**src/rtl/char_sprite_renderer.sv**
```systemverilog
`default_nettype none
// ============================================================================
// Module      : char_sprite_renderer
// Description : Composites the player character sprite over the background
//               VGA pixel stream. Character position, facing and physics
//               state are sampled once per frame (at frame_start) into shadow
//               registers, mapped from y-up physics coordinates to raster
//               coordinates, and used to address an external synchronous
//               sprite ROM. Texels equal to the TRANSPARENT key show the
//               background.
//
// Optional feature macro:
//   CHAR_HITBOX_EN - when defined, every in-box pixel on the first/last
//                    sprite row or column is forced to HITBOX_COLOR
//                    (overrides ROM data and the transparency key).
//
// Ports:
//   vga_clk      in   pixel clock (only clock)
//   sys_rst      in   synchronous active-high reset
//   h_cnt/v_cnt  in   current raster column / row
//   video_on     in   raster is inside the active area
//   frame_start  in   one-cycle pulse during vertical blank
//   char_pos_x   in   signed physics x (+x = screen-left)
//   char_pos_y   in   signed physics y (+y = screen-up)
//   char_face    in   2'b01 left, 2'b11 right, 2'b00 none (drawn as left)
//   char_state   in   physics FSM state
//   bg_pixel     in   background colour for the current h_cnt/v_cnt
//   rom_addr     out  {sprite_sel, row, col}; 0 outside the sprite box
//   rom_data     in   ROM texel, valid one cycle after rom_addr
//   pixel_out    out  composited pixel, 3 cycles after h_cnt/v_cnt
//
// Revision    : 1.0 - initial release
// ============================================================================
module char_sprite_renderer #(
  parameter int                     PHY_WIDTH    = 10,
  parameter int                     PIXEL_WIDTH  = 12,
  parameter int                     CHAR_WIDTH_X = 32,
  parameter int                     CHAR_WIDTH_Y = 32,
  parameter int                     H_ACTIVE     = 640,
  parameter int                     V_ACTIVE     = 480,
  parameter logic [PIXEL_WIDTH-1:0] TRANSPARENT  = 12'hF0F,
  parameter int                     ANIM_FRAMES  = 8,
  parameter logic [PIXEL_WIDTH-1:0] HITBOX_COLOR = 12'h0F0
) (
  input  logic                          vga_clk,
  input  logic                          sys_rst,
  input  logic [9:0]                    h_cnt,
  input  logic [9:0]                    v_cnt,
  input  logic                          video_on,
  input  logic                          frame_start,
  input  logic signed [PHY_WIDTH:0]     char_pos_x,
  input  logic signed [PHY_WIDTH:0]     char_pos_y,
  input  logic [1:0]                    char_face,
  input  logic [3:0]                    char_state,
  input  logic [PIXEL_WIDTH-1:0]        bg_pixel,
  output logic [2+$clog2(CHAR_WIDTH_Y)+$clog2(CHAR_WIDTH_X)-1:0] rom_addr,
  input  logic [PIXEL_WIDTH-1:0]        rom_data,
  output logic [PIXEL_WIDTH-1:0]        pixel_out
);

  // --------------------------------------------------------------------------
  // Derived constants
  // --------------------------------------------------------------------------
  localparam int C_COL_W  = $clog2(CHAR_WIDTH_X);
  localparam int C_ROW_W  = $clog2(CHAR_WIDTH_Y);
  localparam int C_ADDR_W = 2 + C_ROW_W + C_COL_W;
  // Coordinate arithmetic width: wide enough that H_ACTIVE - pos - size
  // never wraps for any representable physics position.
  localparam int C_CW     = PHY_WIDTH + 3;
  localparam int C_ANIM_W = (ANIM_FRAMES > 1) ? $clog2(ANIM_FRAMES) : 1;

  localparam logic signed [C_CW-1:0] C_H_ACT = C_CW'(H_ACTIVE);
  localparam logic signed [C_CW-1:0] C_V_ACT = C_CW'(V_ACTIVE);
  localparam logic signed [C_CW-1:0] C_CWX   = C_CW'(CHAR_WIDTH_X);
  localparam logic signed [C_CW-1:0] C_CWY   = C_CW'(CHAR_WIDTH_Y);
  localparam logic [C_ANIM_W-1:0]    C_ANIM_LAST = C_ANIM_W'(ANIM_FRAMES - 1);

  localparam logic [1:0] C_FACE_RIGHT = 2'b11;

  // --------------------------------------------------------------------------
  // Per-frame shadow registers and walk animation
  // --------------------------------------------------------------------------
  logic signed [PHY_WIDTH:0] r_sh_x;
  logic signed [PHY_WIDTH:0] r_sh_y;
  logic [1:0]                r_sh_face;
  logic [3:0]                r_sh_state;
  logic                      r_sh_valid;
  logic [C_ANIM_W-1:0]       r_anim_cnt;
  logic                      r_walk_phase;

  logic w_walk_state;
  assign w_walk_state = (char_state == 4'd1) || (char_state == 4'd2);

  always_ff @(posedge vga_clk) begin
    if (sys_rst) begin
      r_sh_x       <= '0;
      r_sh_y       <= '0;
      r_sh_face    <= '0;
      r_sh_state   <= '0;
      r_sh_valid   <= 1'b0;
      r_anim_cnt   <= '0;
      r_walk_phase <= 1'b0;
    end else if (frame_start) begin
      r_sh_x     <= char_pos_x;
      r_sh_y     <= char_pos_y;
      r_sh_face  <= char_face;
      r_sh_state <= char_state;
      r_sh_valid <= 1'b1;
      // The animation advances on the state being latched this frame, so
      // the phase and the shadowed state always change together.
      if (w_walk_state) begin
        if (r_anim_cnt == C_ANIM_LAST) begin
          r_anim_cnt   <= '0;
          r_walk_phase <= ~r_walk_phase;
        end else begin
          r_anim_cnt <= r_anim_cnt + 1'b1;
        end
      end else begin
        r_anim_cnt   <= '0;
        r_walk_phase <= 1'b0;
      end
    end
  end

  // --------------------------------------------------------------------------
  // Physics -> raster coordinate map (signed, non-wrapping)
  // --------------------------------------------------------------------------
  logic signed [C_CW-1:0] w_px;
  logic signed [C_CW-1:0] w_py;
  logic signed [C_CW-1:0] w_h;
  logic signed [C_CW-1:0] w_v;
  logic signed [C_CW-1:0] w_scr_x0;
  logic signed [C_CW-1:0] w_scr_y0;
  logic signed [C_CW-1:0] w_dx;
  logic signed [C_CW-1:0] w_dy;
  logic                   w_in_x;
  logic                   w_in_y;
  logic                   w_in_box;

  assign w_px = {{2{r_sh_x[PHY_WIDTH]}}, r_sh_x};
  assign w_py = {{2{r_sh_y[PHY_WIDTH]}}, r_sh_y};
  assign w_h  = {{(C_CW-10){1'b0}}, h_cnt};
  assign w_v  = {{(C_CW-10){1'b0}}, v_cnt};

  // Physics x grows to the left and y grows upward, hence the subtractions.
  assign w_scr_x0 = C_H_ACT - w_px - C_CWX;
  assign w_scr_y0 = C_V_ACT - w_py - C_CWY;

  // Local offsets into the sprite; in range iff 0 <= d < size. Using the
  // offsets avoids a second adder for scr_x0 + size.
  assign w_dx = w_h - w_scr_x0;
  assign w_dy = w_v - w_scr_y0;

  assign w_in_x   = !w_dx[C_CW-1] && (w_dx < C_CWX);
  assign w_in_y   = !w_dy[C_CW-1] && (w_dy < C_CWY);
  assign w_in_box = r_sh_valid && video_on && w_in_x && w_in_y;

  // --------------------------------------------------------------------------
  // Sprite texel address
  // --------------------------------------------------------------------------
  logic [C_ROW_W-1:0] w_row;
  logic [C_COL_W-1:0] w_col_raw;
  logic [C_COL_W-1:0] w_col;
  logic [1:0]         w_sel;
  logic [C_ADDR_W-1:0] w_addr;

  assign w_row     = w_dy[C_ROW_W-1:0];
  assign w_col_raw = w_dx[C_COL_W-1:0];
  // Art faces left; right-facing mirrors the column. With a power-of-two
  // width, CHAR_WIDTH_X-1-col is simply the bitwise complement.
  assign w_col     = (r_sh_face == C_FACE_RIGHT) ? ~w_col_raw : w_col_raw;

  always_comb begin
    w_sel = 2'd0;
    case (r_sh_state)
      4'd3:             w_sel = 2'd1;
      4'd4, 4'd5, 4'd6: w_sel = 2'd2;
      4'd1, 4'd2:       w_sel = r_walk_phase ? 2'd3 : 2'd0;
      default:          w_sel = 2'd0;
    endcase
  end

  assign w_addr = w_in_box ? {w_sel, w_row, w_col} : '0;

  // --------------------------------------------------------------------------
  // Pipeline: stage 1 registers the address and side-band, stage 2 waits for
  // the ROM, stage 3 composites.
  // --------------------------------------------------------------------------
  logic                   r_inbox1;
  logic                   r_von1;
  logic [PIXEL_WIDTH-1:0] r_bg1;
  logic                   r_inbox2;
  logic                   r_von2;
  logic [PIXEL_WIDTH-1:0] r_bg2;

  always_ff @(posedge vga_clk) begin
    if (sys_rst) begin
      rom_addr <= '0;
      r_inbox1 <= 1'b0;
      r_von1   <= 1'b0;
      r_bg1    <= '0;
      r_inbox2 <= 1'b0;
      r_von2   <= 1'b0;
      r_bg2    <= '0;
    end else begin
      rom_addr <= w_addr;
      r_inbox1 <= w_in_box;
      r_von1   <= video_on;
      r_bg1    <= bg_pixel;
      r_inbox2 <= r_inbox1;
      r_von2   <= r_von1;
      r_bg2    <= r_bg1;
    end
  end

`ifdef CHAR_HITBOX_EN
  // Outline flag travels alongside the address so it lines up with rom_data.
  logic w_edge;
  logic r_edge1;
  logic r_edge2;

  assign w_edge = (w_row == '0) || (w_row == '1) ||
                  (w_col_raw == '0) || (w_col_raw == '1);

  always_ff @(posedge vga_clk) begin
    if (sys_rst) begin
      r_edge1 <= 1'b0;
      r_edge2 <= 1'b0;
    end else begin
      r_edge1 <= w_edge;
      r_edge2 <= r_edge1;
    end
  end
`endif

  logic [PIXEL_WIDTH-1:0] w_pix_next;

  always_comb begin
    w_pix_next = r_bg2;
    if (!r_von2) begin
      w_pix_next = '0;
    end else if (r_inbox2 && (rom_data != TRANSPARENT)) begin
      w_pix_next = rom_data;
    end
`ifdef CHAR_HITBOX_EN
    if (r_von2 && r_inbox2 && r_edge2) begin
      w_pix_next = HITBOX_COLOR;
    end
`endif
  end

  always_ff @(posedge vga_clk) begin
    if (sys_rst) begin
      pixel_out <= '0;
    end else begin
      pixel_out <= w_pix_next;
    end
  end

endmodule
`default_nettype wire
```
**config.mk**
```make
export PLATFORM = sky130hd
export DESIGN_NAME = char_sprite_renderer
export DESIGN_NICKNAME = d
export VERILOG_FILES = /design/src/rtl/char_sprite_renderer.sv
export SDC_FILE = /design/constraint.sdc
export NUM_CORES = 1
export LEC_CHECK = 0
export CORE_MARGIN = 4
export CORE_UTILIZATION = 43
export DETAILED_ROUTE_END_ITERATION = 7
export HOLD_SLACK_MARGIN = 0.06
export PLACE_DENSITY = 0.7
export SLEW_MARGIN = 5
export SYNTH_ARGS = -nofsm -noshare
export SYNTH_HDL_FRONTEND = slang
export SYNTH_SLANG_ARGS = --single-unit
```
**constraint.sdc**
```tcl
create_clock -name vga_clk -period 3.1 [get_ports vga_clk]
set_input_delay 0.31 -clock vga_clk [delete_from_list [all_inputs] [get_ports vga_clk]]
set_output_delay 0.31 -clock vga_clk [all_outputs]
set_load 0.01 [all_outputs]
```
==> out/metrics.yaml <==
required_ps: 3350
cp-start-kind: "input pin"
clock_skew_ps: 9.113
place_area_sq_um: 5592
dieArea_sq_um: 11800
wl_per_cell_microns: 14.31
max_slew_margin_pct: 33.55
avgViaCountPerCell: 4.987
cts_buffers: 9
yosys.cell_types.count: 51
wl_mm: 10.19
nNetsFinal: 694
cp_slowest_stage_delay_ps: 410
ys_ff_latch: 85
cp_slowest_cell: "clkdlybuf4s50_1"
first_pass_iters: 4
synth_edf_count: 0
antenna_found_initial: 0
cp_common_cell: "ha_1"
first_iter_violations: 142
hold_viol: 0
tns_ps: 0
grt_pass1_wl_mm: 17.00
core_area_sq_um: 9819
cts_tree: "yes"
gp_congestion: 0.8756
grtUsageTotal_pct: 18.20
cp_max_fo: 12
synth_nets: 583
path_class: "in -> reg"
cts_htree_levels: 3
die_w_microns: 108.6
io_pins: 100
syn_to_final_growth_pct: 33.41
grt_setup_unrepaired: "false"
stdcell_area_sq_um: 5811
clkTransAtPathRegs_ps: 90
start_util_pct: 44.36
hp-class: "in -> reg"
final_util_pct: 59.17
period_needed_ps: 2907
yosys_warnings: 0
io_buffers: 99
synthArstFlopShare_pct: 0
ys.flop_type: "dfxtp_1"
irDropWorstVdd_uv: 282.0
crit_path_cell_trace: "clkdlybuf4s50_1 -> ha_1 -> ha_1 -> inv_1 -> fa_1 -> nand2b_1 -> a21oi_1 -> xnor2_1 -> o2111ai_1 -> a311oi_2 -> nand4_2 -> buf_12 -> nor4_1"
syn-cell-area_sq_um: 4355
num_vias: 3551
p_leak_nw: 2.503
avgSynthCellArea_sq_um: 9.407
root_buffer: "clkbuf_8"
overflow: 0
setup_viol: 0
ys_seq_area_share_pct: 39.07
clock_sinks: 85
critPathArrivalTime_ps: 3160
synth_top_cell_area_share_pct: 39.07
clockBufferDepth: 2
maxCapViolations: 0
first_global_vias: 3659
drc_errors: 0
powerDensity_nw_per_um2: 446.0
dieHeight_microns: 108.6
finalPower_mw: 2.591
n_antenna_cell: 0
num_rows: 36
dpl.hpwl_mm: 7.844
endpoint_kind: "flip-flop"
grt_max_degree: 61
drt.antenna.violating_nets: 0
finalCritPeriodShare_pct: 93.78
drive_above_1_share_pct: 10.36
ys_top_cells_by_area: "dfxtp_1 (39%), ha_1 (12%), mux2i_1 (9.0%)"
tightest_slew_ps: 996.7
netlist_instances: 463
insertion_delay_ps: 350
max_freq_mhz: 344.0
fill_cells: 925
status: "finished, final reports clean"
cts_hold_buf: 0
yosys.area.top_type: "dfxtp_1"
maxSlewViolCount: 0
-- path summary, 6_finish.rpt --
| check | start | end | slack, ps | depth (start not counted) |
|---|---|---|---|---|
| setup / recovery | v_cnt[1] | rom_addr[11] | 190 | 13 |
| hold / removal | sys_rst | r_von1 | 170 | 2 |
| setup reg to reg | r_sh_x[1] | rom_addr[11] | 230 | 12 |
| hold reg to reg | r_bg1[8] | r_bg2[8] | 450 | 1 |
-- routing by layer --
metal	GRT usage, %	share of wire, %
met5	0	0
met4	4.599	0.99
met3	4.026	4.8
met2	31.86	50
met1	22.70	45
-- power by group --
part           internal, mW  switching, mW
clock network         0.394          0.454
logic                 0.297          0.300
registers              1.13         0.0163
-- registers in the layout, indices dropped and copies added (netlist names) --
name / flops
r_anim_cnt: 3
r_von2: 1
r_bg2: 12
r_bg1: 12
r_sh_y: 11
r_walk_phase: 1
r_sh_valid: 1
pixel_out: 12
r_von1: 1
r_sh_face: 2
rom_addr: 12
r_inbox2: 1
r_inbox1: 1
r_sh_state: 4
r_sh_x: 11
-- cell families after synthesis --
group	share of synthesized area (%)
DFF	39.07
buffers and inverters	4.941
xor gates and xnor gates	2.212
adders and majority gates	12.98
and+or+nand+nor	21.29
AOI/OAI and AO/OA	9.968
muxes	9.537
-- repair_timing --
| item | CTS | global route |
|---|---|---|
| gates resized for setup | 0 | 1 |
| setup buffers | 0 | 0 |
| endpoints found under the setup margin | 0 | 2 |
-- metrics by stage --
stage / setup WS (ps) / instances / hold slack (ps)
2_1_floorplan: 435.2 / 463 / 393.1
3_3_place_gp: -74.38 / 696 / 417.9
3_5_place_dp: -182.0 / 696 / 424.5
4_1_cts: 174.0 / 712 / 164.5
5_1_grt: 0.2423 / 712 / 171.9
6_report: 192.8 / 712 / 172.2
-- cell usage after synthesis, types with 2 or more instances --
cell,number
dfxtp_1,85
nor2_1,58
ha_1,42
mux2i_1,39
inv_1,33
nor2b_1,30
nand2_1,28
a21oi_1,17
clkbuf_1,12
nand2b_1,12
nor4_2,10
xnor2_1,9
a211oi_1,8
nand3_1,7
a21o_1,6
o21ai_0,6
buf_2,4
nand4b_1,4
nor3_1,4
o21ai_1,4
nor4_1,3
o2111ai_1,3
a211oi_2,2
buf_6,2
fa_1,2
nand4_1,2
nor4b_1,2
o211ai_1,2
o21bai_1,2
o22ai_1,2
or3_1,2
xor2_1,2
-- critical path: cells and delay by family --
kind,cells,cell delay (ps)
XOR/XNOR,1,140
AO/OA/AOI/OAI,3,590
buffers and inverters,3,660
adder cells (fa/ha/maj),3,820
AND/OR/NAND/NOR,3,630
-- placed cells by master (no fill, tap or decap), drive strengths merged, types with 2 or more instances in the layout --
| cell | synthesis | final |
|---|---|---|
| clkbuf | 12 | 9 |
| a211oi | 10 | 10 |
| nand4 | 3 | 3 |
| nor3 | 4 | 4 |
| nand2b | 12 | 12 |
| or3 | 2 | 2 |
| o2111ai | 3 | 3 |
| clkdlybuf4s50 | 0 | 97 |
| nor2 | 59 | 59 |
| o21bai | 2 | 2 |
| o211ai | 2 | 2 |
| o21ai | 11 | 11 |
| a21o | 6 | 6 |
| nor2b | 30 | 30 |
| ha | 42 | 42 |
| fa | 2 | 2 |
| nand4b | 4 | 4 |
| xnor2 | 9 | 9 |
| inv | 33 | 37 |
| dfxtp | 85 | 85 |
| a21oi | 17 | 17 |
| nand2 | 28 | 28 |
| nand3 | 7 | 7 |
| nor4 | 14 | 14 |
| buf | 7 | 22 |
| xor2 | 2 | 2 |
| nor4b | 2 | 2 |
| o22ai | 2 | 2 |
| mux2i | 40 | 40 |
-- area by class of cell --
cell class              instances  area, sq um  area share, %
flip-flops and latches         85         1702          29.29
clock inverters                 7        91.34          1.572
multi-input cells             326         2447          42.12
repair buffers                119         1156          19.90
inverters                      33        123.9          2.132
clock buffers                   9        123.9          2.132
well taps                     133        166.4          2.864
No activity file was read; power rests on OpenSTA's default activity.
